==> src/rtl/matrix_pkg.sv <==
// -----------------------------------------------------------------------------
// matrix_pkg
// Shared types and helpers for the 8x8 dot-matrix scan controller.
//   ROWS / COLS   : image geometry
//   row_idx_t     : 3-bit row index
//   row_bits_t    : 8-bit row pattern, bit 7 = leftmost column
//   scan_state_t  : scan FSM states (BLANK only reachable with MATRIX_BLANK_EN)
//   row_sel()     : active-low row select for a given row index
// -----------------------------------------------------------------------------
package matrix_pkg;

   localparam int ROWS = 8;
   localparam int COLS = 8;

   typedef logic [2:0]      row_idx_t;
   typedef logic [COLS-1:0] row_bits_t;

   typedef enum logic {
      SCAN  = 1'b0,
      BLANK = 1'b1
   } scan_state_t;

   // Row r pulls bit (7-r) low; every other row line stays high.
   function automatic row_bits_t row_sel(input row_idx_t r);
      return ~(8'h80 >> r);
   endfunction

endpackage

==> src/rtl/matrix_scan_ctrl_if.sv <==
// -----------------------------------------------------------------------------
// matrix_scan_ctrl_if
// Write-request bundle for the two image requesters (keypad decoder and
// animation engine).
//   reqN_valid  requester N has a row write pending
//   reqN_ready  requester N is granted this cycle (combinational from the DUT)
//   reqN_row    target row index 0..7
//   reqN_data   row pattern, bit 7 = leftmost column
// Modports: master = requester side, slave = matrix_scan_ctrl side.
// -----------------------------------------------------------------------------
interface matrix_scan_ctrl_if;
   import matrix_pkg::*;

   logic      req0_valid;
   logic      req0_ready;
   row_idx_t  req0_row;
   row_bits_t req0_data;
   logic      req1_valid;
   logic      req1_ready;
   row_idx_t  req1_row;
   row_bits_t req1_data;

   modport master (
      output req0_valid, req0_row, req0_data,
      output req1_valid, req1_row, req1_data,
      input  req0_ready, req1_ready
   );

   modport slave (
      input  req0_valid, req0_row, req0_data,
      input  req1_valid, req1_row, req1_data,
      output req0_ready, req1_ready
   );

endinterface

==> src/rtl/rr_arbiter2.sv <==
// -----------------------------------------------------------------------------
// rr_arbiter2
// Two-way round-robin arbiter for image writes.
//   clk_i, rst_i        clock, asynchronous active-high reset
//   valid0_i, valid1_i  request lines
//   hold_i              suppresses both grants (image clear in progress)
//   grant0_o, grant1_o  combinational grants, at most one high
// The turn pointer only moves on a contended grant; an uncontested
// requester is simply served and leaves the turn where it was.
// -----------------------------------------------------------------------------
module rr_arbiter2 (
   input  logic clk_i,
   input  logic rst_i,
   input  logic valid0_i,
   input  logic valid1_i,
   input  logic hold_i,
   output logic grant0_o,
   output logic grant1_o
);

   logic ptr_q;   // 0: requester 0 owns the turn, 1: requester 1
   logic ptr_d;

   // Grant decode and turn-pointer update
   always_comb begin
      grant0_o = 1'b0;
      grant1_o = 1'b0;
      ptr_d    = ptr_q;
      if (hold_i) begin
         ptr_d = ptr_q;
      end else if (valid0_i && valid1_i) begin
         if (ptr_q == 1'b0) begin
            grant0_o = 1'b1;
         end else begin
            grant1_o = 1'b1;
         end
         ptr_d = ~ptr_q;
      end else begin
         grant0_o = valid0_i;
         grant1_o = valid1_i;
      end
   end

   // Turn-pointer register
   always_ff @(posedge clk_i or posedge rst_i) begin
      if (rst_i) begin
         ptr_q <= 1'b0;
      end else begin
         ptr_q <= ptr_d;
      end
   end

endmodule

==> src/rtl/matrix_scan_ctrl.sv <==
// -----------------------------------------------------------------------------
// matrix_scan_ctrl
// Row-scan controller and shared 8x8 frame buffer for the dot-matrix display.
// Parameters:
//   DWELL  cycles each row is driven (>=1)
//   BLANK  blank cycles between rows (>=1), used only with MATRIX_BLANK_EN
// Ports:
//   ani_clk      scan/system clock
//   reset        asynchronous active-high reset
//   wr_if        two-requester write bundle (slave side), round-robin arbitrated
//   clear        synchronous clear of the whole image, overrides writes
//   dot_row      active-low row select (registered)
//   dot_col      active-high column data (registered)
//   frame_start  one-cycle pulse on the first cycle row 0 is driven
// Build option: define MATRIX_BLANK_EN to insert BLANK all-off cycles after
// every row's dwell (anti-ghosting). Without it rows are back-to-back.
// -----------------------------------------------------------------------------
module matrix_scan_ctrl
   import matrix_pkg::*;
#(
   parameter int DWELL = 4,
   parameter int BLANK = 1
) (
   input  logic                  ani_clk,
   input  logic                  reset,
   matrix_scan_ctrl_if.slave     wr_if,
   input  logic                  clear,
   output logic [7:0]            dot_row,
   output logic [7:0]            dot_col,
   output logic                  frame_start
);

   localparam int DW = $clog2(DWELL + 1);

   if (DWELL < 1 || BLANK < 1) begin : g_bad_param
      $error("matrix_scan_ctrl: DWELL and BLANK must both be >= 1");
   end

   logic        grant0;
   logic        grant1;
   row_bits_t   image_q [ROWS];

   scan_state_t state_q,   state_d;
   row_idx_t    row_q,     row_d;
   row_idx_t    row_nxt;
   logic [DW-1:0] dwell_q, dwell_d;     // cycles the current row has been driven; 0 = not yet entered
   row_bits_t   dot_row_q, dot_row_d;
   row_bits_t   dot_col_q, dot_col_d;
   logic        fs_q,      fs_d;

`ifdef MATRIX_BLANK_EN
   localparam int BW = $clog2(BLANK + 1);
   logic [BW-1:0] blank_q, blank_d;
`endif

   rr_arbiter2 u_arb (
      .clk_i    (ani_clk),
      .rst_i    (reset),
      .valid0_i (wr_if.req0_valid),
      .valid1_i (wr_if.req1_valid),
      .hold_i   (clear),
      .grant0_o (grant0),
      .grant1_o (grant1)
   );

   assign wr_if.req0_ready = grant0;
   assign wr_if.req1_ready = grant1;

   assign row_nxt = row_q + 3'd1;   // 7 wraps to 0

   // Frame buffer: clear wins, otherwise at most one granted row write
   always_ff @(posedge ani_clk or posedge reset) begin
      if (reset) begin
         for (int i = 0; i < ROWS; i++) begin
            image_q[i] <= 8'h00;
         end
      end else if (clear) begin
         for (int i = 0; i < ROWS; i++) begin
            image_q[i] <= 8'h00;
         end
      end else if (grant0) begin
         image_q[wr_if.req0_row] <= wr_if.req0_data;
      end else if (grant1) begin
         image_q[wr_if.req1_row] <= wr_if.req1_data;
      end
   end

   // Scan sequencing: dwell count, row advance/wrap, optional blanking, output staging.
   // Row data is captured only on row entry, so writes to the live row wait for its next visit.
   always_comb begin
      state_d   = state_q;
      row_d     = row_q;
      dwell_d   = dwell_q;
      dot_row_d = dot_row_q;
      dot_col_d = dot_col_q;
      fs_d      = 1'b0;
`ifdef MATRIX_BLANK_EN
      blank_d   = blank_q;
`endif
      case (state_q)
         matrix_pkg::SCAN: begin
            if (dwell_q == DW'(0)) begin
               // first edge after reset: enter the current row
               dot_row_d = row_sel(row_q);
               dot_col_d = image_q[row_q];
               fs_d      = (row_q == 3'd0);
               dwell_d   = DW'(1);
            end else if (dwell_q == DW'(DWELL)) begin
`ifdef MATRIX_BLANK_EN
               state_d   = matrix_pkg::BLANK;
               row_d     = row_nxt;
               dot_row_d = 8'hFF;
               dot_col_d = 8'h00;
               blank_d   = BW'(1);
`else
               row_d     = row_nxt;
               dot_row_d = row_sel(row_nxt);
               dot_col_d = image_q[row_nxt];
               fs_d      = (row_nxt == 3'd0);
               dwell_d   = DW'(1);
`endif
            end else begin
               dwell_d = dwell_q + DW'(1);
            end
         end
`ifdef MATRIX_BLANK_EN
         matrix_pkg::BLANK: begin
            // row_q already points at the row to enter
            if (blank_q == BW'(BLANK)) begin
               state_d   = matrix_pkg::SCAN;
               dot_row_d = row_sel(row_q);
               dot_col_d = image_q[row_q];
               fs_d      = (row_q == 3'd0);
               dwell_d   = DW'(1);
            end else begin
               blank_d = blank_q + BW'(1);
            end
         end
`endif
         default: begin
            state_d   = matrix_pkg::SCAN;
            row_d     = 3'd0;
            dwell_d   = DW'(0);
            dot_row_d = 8'hFF;
            dot_col_d = 8'h00;
         end
      endcase
   end

   // Scan state and registered display outputs
   always_ff @(posedge ani_clk or posedge reset) begin
      if (reset) begin
         state_q   <= matrix_pkg::SCAN;
         row_q     <= 3'd0;
         dwell_q   <= DW'(0);
         dot_row_q <= 8'hFF;
         dot_col_q <= 8'h00;
         fs_q      <= 1'b0;
`ifdef MATRIX_BLANK_EN
         blank_q   <= BW'(0);
`endif
      end else begin
         state_q   <= state_d;
         row_q     <= row_d;
         dwell_q   <= dwell_d;
         dot_row_q <= dot_row_d;
         dot_col_q <= dot_col_d;
         fs_q      <= fs_d;
`ifdef MATRIX_BLANK_EN
         blank_q   <= blank_d;
`endif
      end
   end

   assign dot_row     = dot_row_q;
   assign dot_col     = dot_col_q;
   assign frame_start = fs_q;

endmodule

==> src/flat_wrapper.sv <==
// flat-port wrapper written by rule: the top's interface ports become plain ports
module matrix_scan_ctrl_flat import matrix_pkg::*;
#(
   parameter int DWELL = 4,
   parameter int BLANK = 1
)
  (ani_clk, reset, clear, dot_row, dot_col, frame_start, wr_if_req0_valid, wr_if_req0_row, wr_if_req0_data, wr_if_req1_valid, wr_if_req1_row, wr_if_req1_data, wr_if_req0_ready, wr_if_req1_ready);
  matrix_scan_ctrl_if wr_if_i ();
  input  logic ani_clk;
  input  logic reset;
  input  logic clear;
  output logic [7:0] dot_row;
  output logic [7:0] dot_col;
  output logic frame_start;
  input wire logic [$bits(wr_if_i.req0_valid)-1:0] wr_if_req0_valid;
  input wire logic [$bits(wr_if_i.req0_row)-1:0] wr_if_req0_row;
  input wire logic [$bits(wr_if_i.req0_data)-1:0] wr_if_req0_data;
  input wire logic [$bits(wr_if_i.req1_valid)-1:0] wr_if_req1_valid;
  input wire logic [$bits(wr_if_i.req1_row)-1:0] wr_if_req1_row;
  input wire logic [$bits(wr_if_i.req1_data)-1:0] wr_if_req1_data;
  output wire logic [$bits(wr_if_i.req0_ready)-1:0] wr_if_req0_ready;
  output wire logic [$bits(wr_if_i.req1_ready)-1:0] wr_if_req1_ready;
  assign wr_if_i.req0_valid = wr_if_req0_valid;
  assign wr_if_i.req0_row = wr_if_req0_row;
  assign wr_if_i.req0_data = wr_if_req0_data;
  assign wr_if_i.req1_valid = wr_if_req1_valid;
  assign wr_if_i.req1_row = wr_if_req1_row;
  assign wr_if_i.req1_data = wr_if_req1_data;
  assign wr_if_req0_ready = wr_if_i.req0_ready;
  assign wr_if_req1_ready = wr_if_i.req1_ready;
  matrix_scan_ctrl #(.DWELL(DWELL), .BLANK(BLANK)) u_core (.ani_clk(ani_clk), .reset(reset), .wr_if(wr_if_i), .clear(clear), .dot_row(dot_row), .dot_col(dot_col), .frame_start(frame_start));
endmodule
==> config.mk <==
export PLATFORM = sky130hd
export DESIGN_NAME = matrix_scan_ctrl_flat
export DESIGN_NICKNAME = d
export VERILOG_FILES = /design/src/rtl/matrix_pkg.sv /design/src/rtl/matrix_scan_ctrl_if.sv /design/src/rtl/rr_arbiter2.sv /design/src/rtl/matrix_scan_ctrl.sv /design/src/flat_wrapper.sv
export SDC_FILE = /design/constraint.sdc
export NUM_CORES = 1
export LEC_CHECK = 0
export CELL_PAD_IN_SITES_DETAIL_PLACEMENT = 1
export CELL_PAD_IN_SITES_GLOBAL_PLACEMENT = 2
export CORE_MARGIN = 2
export CORE_UTILIZATION = 41
export CTS_BUF_LIST = sky130_fd_sc_hd__clkbuf_8
export DETAILED_ROUTE_END_ITERATION = 8
export GPL_ROUTABILITY_DRIVEN = 0
export PLACE_DENSITY = 0.88
export SETUP_SLACK_MARGIN = 0.3
export SYNTH_ARGS = -nofsm -noshare
export SYNTH_HDL_FRONTEND = slang
export SYNTH_SLANG_ARGS = --single-unit
==> constraint.sdc <==
create_clock -name ani_clk -period 3.2 [get_ports ani_clk]
set_clock_uncertainty 0.05 [all_clocks]
set_input_delay 0.32 -clock ani_clk [delete_from_list [all_inputs] [get_ports ani_clk]]
set_output_delay 0.32 -clock ani_clk [all_outputs]
set_load 0.1 [all_outputs]
==> results.tsv <==
stage	metric	value	unit
setup_path	WP depth	5	
clocking	post-cts sizing count	0	
sta	RSZ-0062 raised after global routing	false	
setup_path	RR Endpoint	u_core.dot_col[3]	
drt	DRC Markers	0	
setup_path	cell breakdown of the critical path	inv_1 > ha_1 > nor2b_1 > nand2_1 > o221ai_1	
floorplan	IO Pins	46	
clocking	CTS buffer count	9	
drt	vias	4958	
setup_path	R2R depth	5	
clocking	CTS tree	done	
placement	Post-DP HPWL	14600	microns
sta	Final WS setup	760	ps
setup_path	FF-to-FF setup slack	760	ps
floorplan	FP Rows	43	
setup_path	Critical Path Start Type	register	
setup_path	Worst EP required	3450	ps
logic_synthesis	Async S/R FF share, synth	100	%
sta	Tmin final	2440	ps
setup_path	Largest stage delay, worst path	830	ps
drt	drt first pass iters	5	
final_layout	Total Nets Final	612	
sta	setup TNS	0	ps
grt	GRT Residual Overflow	0	
clocking	# Post-CTS Setup Buffers	0	
sta	Hold Vio Cnt, Final	0	
clocking	Clock Tree Buf Depth	2	
sta	Final Max Tran Viols	0	
logic_synthesis	Yosys reg bits	88	
setup_path	crit-path max FO	14	
drt	WL final	20000	microns
clocking	CTS Hold Buffers Added	0	
final_layout	Final Cell Area	6810	sq um
clocking	root buffer cell	clkbuf_8	
logic_synthesis	Top FF cell, synth	dfrtp_1	
grt	initial antenna violation count	0	
setup_path	CP Capture Point	u_core.dot_col[3]	
sta	Slew headroom	23.7	%
floorplan	die area	15500	sq um
clocking	clk sinks	88	
grt	first-pass GRT wire length	30700	microns
setup_path	Worst Setup SP	u_core.dwell_q[0]	
final_layout	share of cells above drive strength 1	25.9	%
run_status	status	completed	
hold_path	worst min-delay path class	reg -> reg	
logic_synthesis	top-area cell type share of the netlist area	33.7	%
floorplan	DIE WIDTH	124	microns
grt	largest net degree at the start of global routing	61	
sta	worst-margin pin slew	1150	ps
logic_synthesis	post-synth cell types	55	
clocking	Clk pin slew, worst setup/hold paths	100	ps
grt	number of global-route vias before repair	5010	
floorplan	CORE AREA	14000	sq um
setup_path	R2R Path Start	u_core.dwell_q[0]	
logic_synthesis	Mapped Avg Cell Area	11.0	sq um
setup_path	kind of critical path	reg -> reg	
drt	DR iter-0 viols	532	
power_and_ir_drop	total leakage power	2.79	nW
drt	via/cell ratio	6.52	
sta	Peak Freq	0.410	GHz
power_and_ir_drop	maximum vdd ir drop	0.190	mV
sta	worst hold slack	441	ps
placement	dpl ws	543	ps
logic_synthesis	Synth warnings	0	
final_layout	Area growth syn-to-layout	14.5	%
power_and_ir_drop	Pwr Density	391	nW/um^2
drt	WL/cell	26.3	microns
clocking	latest clock arrival within the worst-skew pair	390	ps
logic_synthesis	Syn Nets	576	
setup_path	buffer and inverter count on the worst path	1	
floorplan	Starting Density	42.3	%
placement	Port Buffer Count	45	
logic_synthesis	Post-synth EDFFs	0	
logic_synthesis	post-synthesis instance total	539	
setup_path	crit path max-delay cell type	nor2b_1	
logic_synthesis	Synth Cell Area	5940	sq um
sta	Final period util	76.3	%
drt	Detail Route Antenna Nets	0	
setup_path	crit path DAT	2690	ps
power_and_ir_drop	Total Power	2.66	mW
flow_run	# Max-Cap Violations	0	
final_layout	Antenna Cells	0	
logic_synthesis	Synth area leader	dfrtp_1	
sta	Finish-stage setup viols	0	
clocking	htree depth	3	
setup_path	CP Capture Type	register	
logic_synthesis	top-count cell post-synth	dfrtp_1	
logic_synthesis	Synth area leaders	dfrtp_1 34%, mux2_2 8.5%, mux4_2 6.8%, mux2i_1 5.4%, mux2_4 4.0%	
setup_path	cell family with most CP delay	simple AND/OR/NAND/NOR gates	
logic_synthesis	Seq/Total Area, Yosys	37.2	%
floorplan	die height	124	microns
logic_synthesis	Post-synth top cells	80 x dfrtp_1, 45 x mux2_2, 43 x nand3_1	
grt	gr usage total	26.0	%
placement	area of placed instances	6560	sq um
[flip-flops by register name, summed over array words and instances, names as in the netlist]
name and count:
u_core.dot_col 8, u_core.dot_row 8, u_core.dwell_q 3, u_core.frame_start 1, u_core.image_q 64, u_core.row_q 3, u_core.u_arb.ptr_q 1
[worst min path at each step]
stage / endpoint / from / cells after the start
floorplan: u_core.dwell_q[0] / u_core.dwell_q[0] / 1
global placement: u_core.dwell_q[0] / u_core.dwell_q[0] / 1
detailed placement: u_core.dwell_q[0] / u_core.dwell_q[0] / 1
CTS: u_core.dwell_q[0] / u_core.dwell_q[0] / 1
global route: u_core.dwell_q[0] / u_core.dwell_q[0] / 1
finish: u_core.dwell_q[0] / u_core.dwell_q[0] / 1
[power breakdown]
| part | internal [mW] | switching [mW] | leakage, nW |
|---|---|---|---|
| Sequential | 1.15 | 0.0426 | 1.18 |
| Clock | 0.522 | 0.454 | 0.122 |
| Combinational | 0.178 | 0.317 | 1.49 |
[layout by cell type, fill, tap and decap left out, drive strengths merged, types with 3 or more instances in the layout]
master          n
o221ai         10
and3            8
bufinv          3
mux4           18
ha             10
o31ai           3
a2bb2o          4
nand2          18
clkbuf          9
xnor2           3
nor2b           6
or3             8
nor3            9
a21oi          18
dfrtp          80
nor2            8
o211ai          7
a22oi          11
clkdlybuf4s50  35
nand3b          5
nand2b         10
or3b            5
buf            35
o21ai          12
dfstp           8
o22ai          14
nand3          43
mux2           68
a31oi           7
nor3b          13
a22o           10
mux2i          32
inv            22
a32o            9
[metal layers]
layer / GRT usage, % / up-vias / routed length [microns]
li1: - / 2127 / -
met1: 36.0 / 2525 / 8510
met2: 40.9 / 251 / 9170
met3: 2.75 / 55 / 1460
met4: 12.4 / 0 / 846
met5: 0 / - / 0
[metrics by stage]
step                instances  utilization, %
floorplan                 539               -
global placement          744            46.7
detailed placement        744            46.7
CTS                       760            48.5
global route              760            48.5
finish                    760            48.5
[final cells by class]
type,count,area [sq um]
clock buffers,9,124
clock inverters,7,119
fillers,1513,7240
inverters,20,78.8
multi-input cells,386,3410
flip-flops and latches,88,2210
well taps,180,225
repair buffers,70,638
[logic make-up after synthesis]
| kind of cell | count (synthesis) | share of synthesized area [%] |
|---|---|---|
| fa+ha+maj | 10 | 2.11 |
| buf+inv | 65 | 5.47 |
| simple gates | 137 | 13.1 |
| flops | 88 | 37.2 |
| mux | 118 | 26.1 |
| compound gates | 118 | 15.5 |
| xor+xnor | 3 | 0.442 |
Note: power is estimated with default switching activity, not from simulation.
